==> src/rtl/bp_fe_lce_resp_sched.sv <==
// Arbitrates the FE req and cmd LCE engines onto the single LCE->CCE response channel.
// Fixed priority to the req engine, with a bounded wait for the cmd engine, into a 1-entry output buffer.
module bp_fe_lce_resp_sched
  #(parameter int resp_width_p   = 64
  , parameter int starve_limit_p = 4
  )
  (input  logic                    clk_i
  , input  logic                    reset_i

  , input  logic [resp_width_p-1:0] req_resp_i
  , input  logic                    req_resp_v_i
  , output logic                    req_resp_yumi_o

  , input  logic [resp_width_p-1:0] cmd_resp_i
  , input  logic                    cmd_resp_v_i
  , output logic                    cmd_resp_yumi_o

  , output logic [resp_width_p-1:0] lce_resp_o
  , output logic                    lce_resp_v_o
  , input  logic                    lce_resp_ready_i
  , output logic                    lce_resp_src_o

  , output logic                    starved_o
  );

  localparam int cnt_w_lp = $clog2(starve_limit_p + 1);
  localparam logic [cnt_w_lp-1:0] limit_lp = cnt_w_lp'(starve_limit_p);

  logic                    full_q, full_d;
  logic [resp_width_p-1:0] data_q, data_d;
  logic                    src_q, src_d;
  logic [cnt_w_lp-1:0]     cnt_q, cnt_d;

  logic load_en, at_limit, grant_req, grant_cmd, load, xfer;

  assign xfer      = full_q & lce_resp_ready_i;
  assign load_en   = (~full_q | xfer) & ~reset_i;
  assign at_limit  = (cnt_q == limit_lp);

  // The cmd engine wins a contested slot only once it has waited starve_limit_p grants.
  assign grant_cmd = load_en & cmd_resp_v_i & (~req_resp_v_i | at_limit);
  assign grant_req = load_en & req_resp_v_i & ~(cmd_resp_v_i & at_limit);
  assign load      = grant_req | grant_cmd;

  assign req_resp_yumi_o = grant_req;
  assign cmd_resp_yumi_o = grant_cmd;
  assign starved_o       = load_en & req_resp_v_i & cmd_resp_v_i & at_limit;

  assign lce_resp_o      = data_q;
  assign lce_resp_v_o    = full_q;
  assign lce_resp_src_o  = src_q;

  always_comb begin
    full_d = full_q;
    data_d = data_q;
    src_d  = src_q;
    cnt_d  = cnt_q;
    if (load) begin
      full_d = 1'b1;
      data_d = grant_cmd ? cmd_resp_i : req_resp_i;
      src_d  = grant_cmd;
      if (grant_cmd | ~cmd_resp_v_i)
        cnt_d = '0;
      else if (!at_limit)
        cnt_d = cnt_q + cnt_w_lp'(1);
    end else if (xfer) begin
      full_d = 1'b0;
    end
  end

  always_ff @(posedge clk_i or posedge reset_i) begin
    if (reset_i) begin
      full_q <= 1'b0;
      data_q <= '0;
      src_q  <= 1'b0;
      cnt_q  <= '0;
    end else begin
      full_q <= full_d;
      data_q <= data_d;
      src_q  <= src_d;
      cnt_q  <= cnt_d;
    end
  end

endmodule
==> config.mk <==
export PLATFORM = sky130hd
export DESIGN_NAME = bp_fe_lce_resp_sched
export DESIGN_NICKNAME = d
export VERILOG_FILES = /design/src/rtl/bp_fe_lce_resp_sched.sv
export SDC_FILE = /design/constraint.sdc
export NUM_CORES = 1
export LEC_CHECK = 0
export BUFFER_PORTS_ARGS = -buffer_cell sky130_fd_sc_hd__buf_2
export CELL_PAD_IN_SITES_DETAIL_PLACEMENT = 1
export CELL_PAD_IN_SITES_GLOBAL_PLACEMENT = 2
export CORE_MARGIN = 5
export CORE_UTILIZATION = 25
export CTS_CLUSTER_SIZE = 20
export DETAILED_ROUTE_END_ITERATION = 6
export GPL_ROUTABILITY_DRIVEN = 0
export PLACE_DENSITY = 0.77
export SYNTH_ARGS = -nofsm -noshare
export SYNTH_HDL_FRONTEND = slang
export SYNTH_SLANG_ARGS = --single-unit
==> constraint.sdc <==
create_clock -name clk_i -period 5.08 [get_ports clk_i]
set_clock_uncertainty 0.05 [all_clocks]
set_input_delay 1.016 -clock clk_i [delete_from_list [all_inputs] [get_ports clk_i]]
set_output_delay 1.016 -clock clk_i [all_outputs]
set_load 0.005 [all_outputs]
==> impl_metrics.yaml, run 1 <==
floorplan:
  die_x_um: 137
  dieHeight_um: 137
  dieArea_sq_um: 18700
  placementRows: 46
  io_pins: 202
  initial_core_util: 0.254
  fp.coreArea_sq_um: 15800
critical_path:
  worstPathRequired_ns: 4.01
  r2r-start: "cnt_q[0]"
  ff2ff_path_depth: 6
  startpoint: "lce_resp_ready_i"
  r2r_setup_slack_ns: 2.77
  reg2reg_to: "lce_resp_o[46]"
  worstSetupPathType: "in2out"
  arrival_ns: 2.20
  worstSetupEndpointType: "primary output"
  cp-endpoint: "cmd_resp_yumi_o"
  cp_max_fo: 65
  start_kind: "input pin"
job:
  drv_cap: 0
sta:
  hold_slack_ns: 0.448
  layout_min_cycle_time_ns: 3.26
  tns_ns: 0
  post-route-period-util: 0.642
  drv_slew: 0
  timing.slew.headroom: 0.307
  tightestPinTransition_ns: 1.04
  setup_violations: 0
  rsz0062_at_grt: "false"
  maxClockFrequency_ghz: 0.306
  final-hold-violation-count: 0
clock_tree:
  cts-resized-gates: 0
  cts_max_level: 3
  numCtsBuffers: 9
  cts.path.max_buffers: 2
  clock-sinks: 69
  cts_setup_buffers: 0
  ctsHoldBuffers: 0
  insertion_delay_ns: 0.33
  cts_tree: "built"
  path_clk_slew_ns: 0.05
  clockRootBuffer: "clkbuf_16"
yosys:
  yosysTopAreaCellShare: 0.430
  yosysSeqAreaShare: 0.430
  synth_edf_count: 0
  synth_cell_types: 27
  syn_nets: 562
  synth_flop_cell: "dfrtp_1"
  avgSynthCellArea_sq_um: 9.41
  yosysWarningCount: 0
  syn_area_sq_um: 4020
  yosys.area.top_type: "dfrtp_1"
  syn_inst: 427
  synth.ff_latch_count: 69
  synthArstFlopShare: 1.00
  ys_top_cells_by_area: "dfrtp_1 43%, a31oi_1 20%, o31ai_1 12%"
final_layout:
  final_util: 0.331
  diodes: 0
  fillCellCount: 1881
  final_nets: 712
  drive_above_1_share: 0.400
  syn_to_final_growth_pct: 30.5
power_and_ir_drop:
  p_leak_nw: 2.16
  peakVddDrop_mv: 0.146
  p_per_area_nw_per_um2: 361
run_status:
  outcome: "finished, final reports clean"
grt:
  grt_usage: 0.171
  grt_pass1_wl_um: 25400
  grt_antenna_before_repair: 1
  overflow: 0
  grt_pass1_vias: 4852
  grt_max_degree: 98
detailed_routing:
  wirelength_um: 16400
  wl_per_cell_um: 20.6
  first_iter_violations: 255
  ant_nets: 0
  vias_per_cell: 5.64
  dr.pass1.iters: 4
  vias: 4493
  drc_errors: 0
placed_design:
  io_buffers: 201
  hpwl_um: 10700
hold_path:
  hold_depth: 1
  hp-class: "reg2reg"
[where the power goes]
part	internal [W]	leakage, nW	total (W)	switching, W
sequential	0.000660	0.771	0.000732	0.0000714
clock	0.000322	0.125	0.000548	0.000226
combinational	0.000232	1.26	0.000612	0.000380
[routing by layer]
metal / part of all wire / track usage / vias to the layer above / wire length, um
met5: 0.00043 / 0 / - / 7
met4: 0.010 / 0.0487 / 2 / 168
met3: 0.071 / 0.0463 / 15 / 1150
met2: 0.49 / 0.280 / 165 / 8090
met1: 0.42 / 0.221 / 2250 / 6940
li1: - / - / 2061 / -
[layout by cell type (no fill, tap or decap), drive strengths merged]
master and count:
o41ai 1, nand3 4, dfrtp 69, a32o 1, nand4 65, and2b 1, inv 4, a31oi 129
nor3 1, clkinv 3, nor2 2, nand2 1, a41o 1, o31ai 64, a21o 1, ha 2
a21bo 1, o21ai 1, a21boi 1, buf 210, clkbuf 11, nand2b 4, nor2b 2, or2 1
[kinds of logic after synthesis]
logic type                 after synthesis  share of synthesized area
and+or+nand+nor                         81                      0.125
DFF                                     69                      0.430
buffers and inverters                   75                      0.103
adders and majority gates                2                    0.00623
AOI/OAI and AO/OA                      200                      0.336
[worst max-delay path: stages]
cell and delay [ns]:
buf_2 0.11, nand2b_4 0.57, nand3_1 0.26, inv_2 0.11, buf_2 0.12
[how the worst min path moves through the flow]
| stage | start | to | slack [ns] |
|---|---|---|---|
| after floorplan | lce_resp_src_o | lce_resp_src_o | 0.42 |
| after global placement | lce_resp_src_o | lce_resp_src_o | 0.42 |
| after detailed placement | lce_resp_src_o | lce_resp_src_o | 0.43 |
| after CTS | lce_resp_src_o | lce_resp_src_o | 0.46 |
| after global routing | lce_resp_src_o | lce_resp_src_o | 0.47 |
| final | lce_resp_src_o | lce_resp_src_o | 0.45 |
[Yosys cell counts, drive strengths merged (2+ instances only)]
| cell type | number |
|---|---|
| a31oi | 129 |
| dfrtp | 69 |
| nand4 | 65 |
| o31ai | 64 |
| buf | 61 |
| clkbuf | 10 |
| inv | 4 |
| nand2b | 4 |
| nand3 | 4 |
| ha | 2 |
| nor2 | 2 |
| nor2b | 2 |
[state kept, by name (all words and copies together), names as in the netlist]
signal,flops
cnt_q,3
lce_resp_o,64
lce_resp_src_o,1
lce_resp_v_o,1
[stage by stage]
step | area, sq um | worst slack [ns] | std cells | power [W]
6_report | 5240 | 1.82 | 796 | 0.00189
5_1_grt | 5240 | 1.71 | 796 | 0.00201
4_1_cts | 5240 | 1.82 | 796 | 0.00192
3_5_place_dp | 4990 | 1.82 | 782 | 0.00136
3_3_place_gp | 4990 | 1.84 | 782 | 0.00134
2_1_floorplan | 4020 | 1.14 | 427 | 0.00110
[area by class of cell]
class / instances / area [sq um] / area share
multi-input combinational: 283 / 1910 / 0.364
sequential: 69 / 1730 / 0.329
timing repair buffer: 210 / 1070 / 0.205
tap: 216 / 270 / 0.0516
clock buffer: 11 / 233 / 0.0444
inverter: 4 / 17.5 / 0.00334
clock inverter: 3 / 15.0 / 0.00286
(Power assumes the default switching activity.)
==> run 2: changes to the inputs <==
- CORE_UTILIZATION: 25 -> 23
- PLACE_DENSITY: 0.77 -> 0.75
- clock period: 5.08 -> 2.81 ns (I/O delays scaled with it)
==> run 2 against run 1 <==
  * First-iteration DRC count shrank 31%
  * Critical path depth rose by 1
  * Combinational power grew 86%
  * Core utilization down 1.9 points
  * Flip-flop and latch count did not move
  * Die area increased by 8.0%
  * Setup slack lost 1.3 ns
  * Routed wire length rose by 3.0%
  * Critical endpoint unchanged
  * Largest cell class unchanged
  * Largest power group unchanged
==> impl_metrics.yaml, run 2 (synthesized netlist as in run 1, its figures left out) <==
run_status:
  outcome: "finished, final reports clean"
final_layout:
  fillCellCount: 2068
  largest_reg_flops: 64
  final_util: 0.312
  mostFrequentLayoutCell: "buf_2"
  fin_cells: 815
  diodes: 0
  drive_above_1_share: 0.410
  layout_common_cells: "201 x buf_2, 129 x a31oi_1, 69 x dfrtp_1"
  syn_to_final_growth_pct: 33.9
  final_nets: 720
power_and_ir_drop:
  p_per_area_nw_per_um2: 646
  peakVddDrop_mv: 0.298
  p_leak_nw: 2.22
critical_path:
  cp_slowest_cell: "dfrtp_1"
  cp_max_fo: 3
  crit_family: "flip-flops"
  start_kind: "flop"
  worstSetupEndpointType: "primary output"
  worstSetupPathType: "reg2out"
  worstPathRequired_ns: 2.20
  path_buf_inv: 3
  arrival_ns: 1.64
  cpPeakStageDelay_ns: 0.38
  path_cells: "inv_1 > ha_1 > a21bo_2 > nand3_1 > inv_2 > buf_2"
grt:
  grt_pass1_wl_um: 26100
  use_met3: 0.0353
  overflow: 0
  gr-usage-met2: 0.255
  use_met1: 0.219
  grt_pass1_vias: 4772
  grt_antenna_before_repair: 0
  grt_usage: 0.162
  busiest_layer: "met2"
  grt_max_degree: 79
clock_tree:
  cts_max_level: 3
  numCtsBuffers: 9
  cts_setup_buffers: 0
  ctsHoldBuffers: 0
  clockRootBuffer: "clkbuf_16"
  cts_tree: "built"
  clock-sinks: 69
  cts.path.max_buffers: 2
  insertion_delay_ns: 0.33
  cts-resized-gates: 0
  path_clk_slew_ns: 0.06
detailed_routing:
  wl_per_cell_um: 20.7
  first_iter_violations: 177
  vias_per_cell: 5.60
  drc_errors: 0
  vias: 4567
  wirelength_um: 16900
  dr.pass1.iters: 4
  ant_nets: 0
sta:
  final-hold-violation-count: 0
  fin_ws_ns: 0.562
  timing.slew.headroom: 0.448
  rsz0062_at_grt: "false"
  layout_min_cycle_time_ns: 2.25
  drv_slew: 0
  hold_slack_ns: 0.140
  post-route-period-util: 0.800
  setup_violations: 0
  tns_ns: 0
  maxClockFrequency_ghz: 0.445
  tightestPinTransition_ns: 0.828
floorplan:
  io_pins: 202
  die_x_um: 142
  fp.coreArea_sq_um: 17200
  dieArea_sq_um: 20200
  dieHeight_um: 142
  initial_core_util: 0.233
  placementRows: 48
hold_path:
  hp-class: "in2async"
placed_design:
  io_buffers: 201
  dpl.cell_count: 799
  hpwl_um: 11300
  post-place-ws_ns: 0.530
job:
  drv_cap: 0
==> run 2: changes by cell type in the layout (fill, tap and decap cells not counted), sizes merged <==
cell      delta
clkinv       +1
clkinvlp     +1
buf          +8
==> run 2: final cells by class <==
class | instances | area, sq um | area share
Clock buffer | 11 | 233 | 0.0433
Tap cell | 225 | 282 | 0.0524
Multi-Input combinational cell | 283 | 1910 | 0.355
Inverter | 4 | 17.5 | 0.00326
Sequential cell | 69 | 1730 | 0.321
Clock inverter | 5 | 27.5 | 0.00512
Timing Repair Buffer | 218 | 1180 | 0.220
==> run 2: per-stage QoR <==
stage               power (W)  area (sq um)
finish                0.00347          5380
detailed placement    0.00250          5120
global route          0.00371          5380
CTS                   0.00354          5380
global placement      0.00246          5120
floorplan             0.00198          4020
==> run 2: power breakdown <==
group | internal, W | switching [W] | total (W)
clock | 0.000591 | 0.000418 | 0.00101
combinational | 0.000442 | 0.000694 | 0.00114
sequential | 0.00119 | 0.000134 | 0.00133
total | 0.00223 | 0.00125 | 0.00347
==> run 2: path summary, 6_finish.rpt <==
| path | from | to | slack, ns | cells past startpoint |
|---|---|---|---|---|
| min in group clk_i | req_resp_i[4] | lce_resp_o[4] | 0.45 | 3 |
| worst max register to register | cnt_q[0] | lce_resp_o[30] | 0.73 | 6 |
| max in group asynchronous | reset_i | lce_resp_o[15] | 1.81 | 3 |
| worst min-delay path | reset_i | lce_resp_o[54] | 0.14 | 2 |
| worst max-delay path | cnt_q[0] | cmd_resp_yumi_o | 0.56 | 6 |
| worst min register to register | lce_resp_src_o | lce_resp_src_o | 0.48 | 1 |
==> run 2: worst register-to-register path, stage by stage (launching register included) <==
cell,delay [ns]
dfrtp_1,0.38
inv_1,0.09
ha_1,0.27
a21bo_2,0.18
buf_4,0.60
nand4_1,0.22
a31oi_1,0.21
==> run 2: metal layers <==
layer	share of wire	vias to the layer above	wire length (um)
li1	-	2088	-
met3	0.067	13	1130
met1	0.44	2295	7460
met4	0.014	0	228
met2	0.48	171	8040
met5	0	-	0
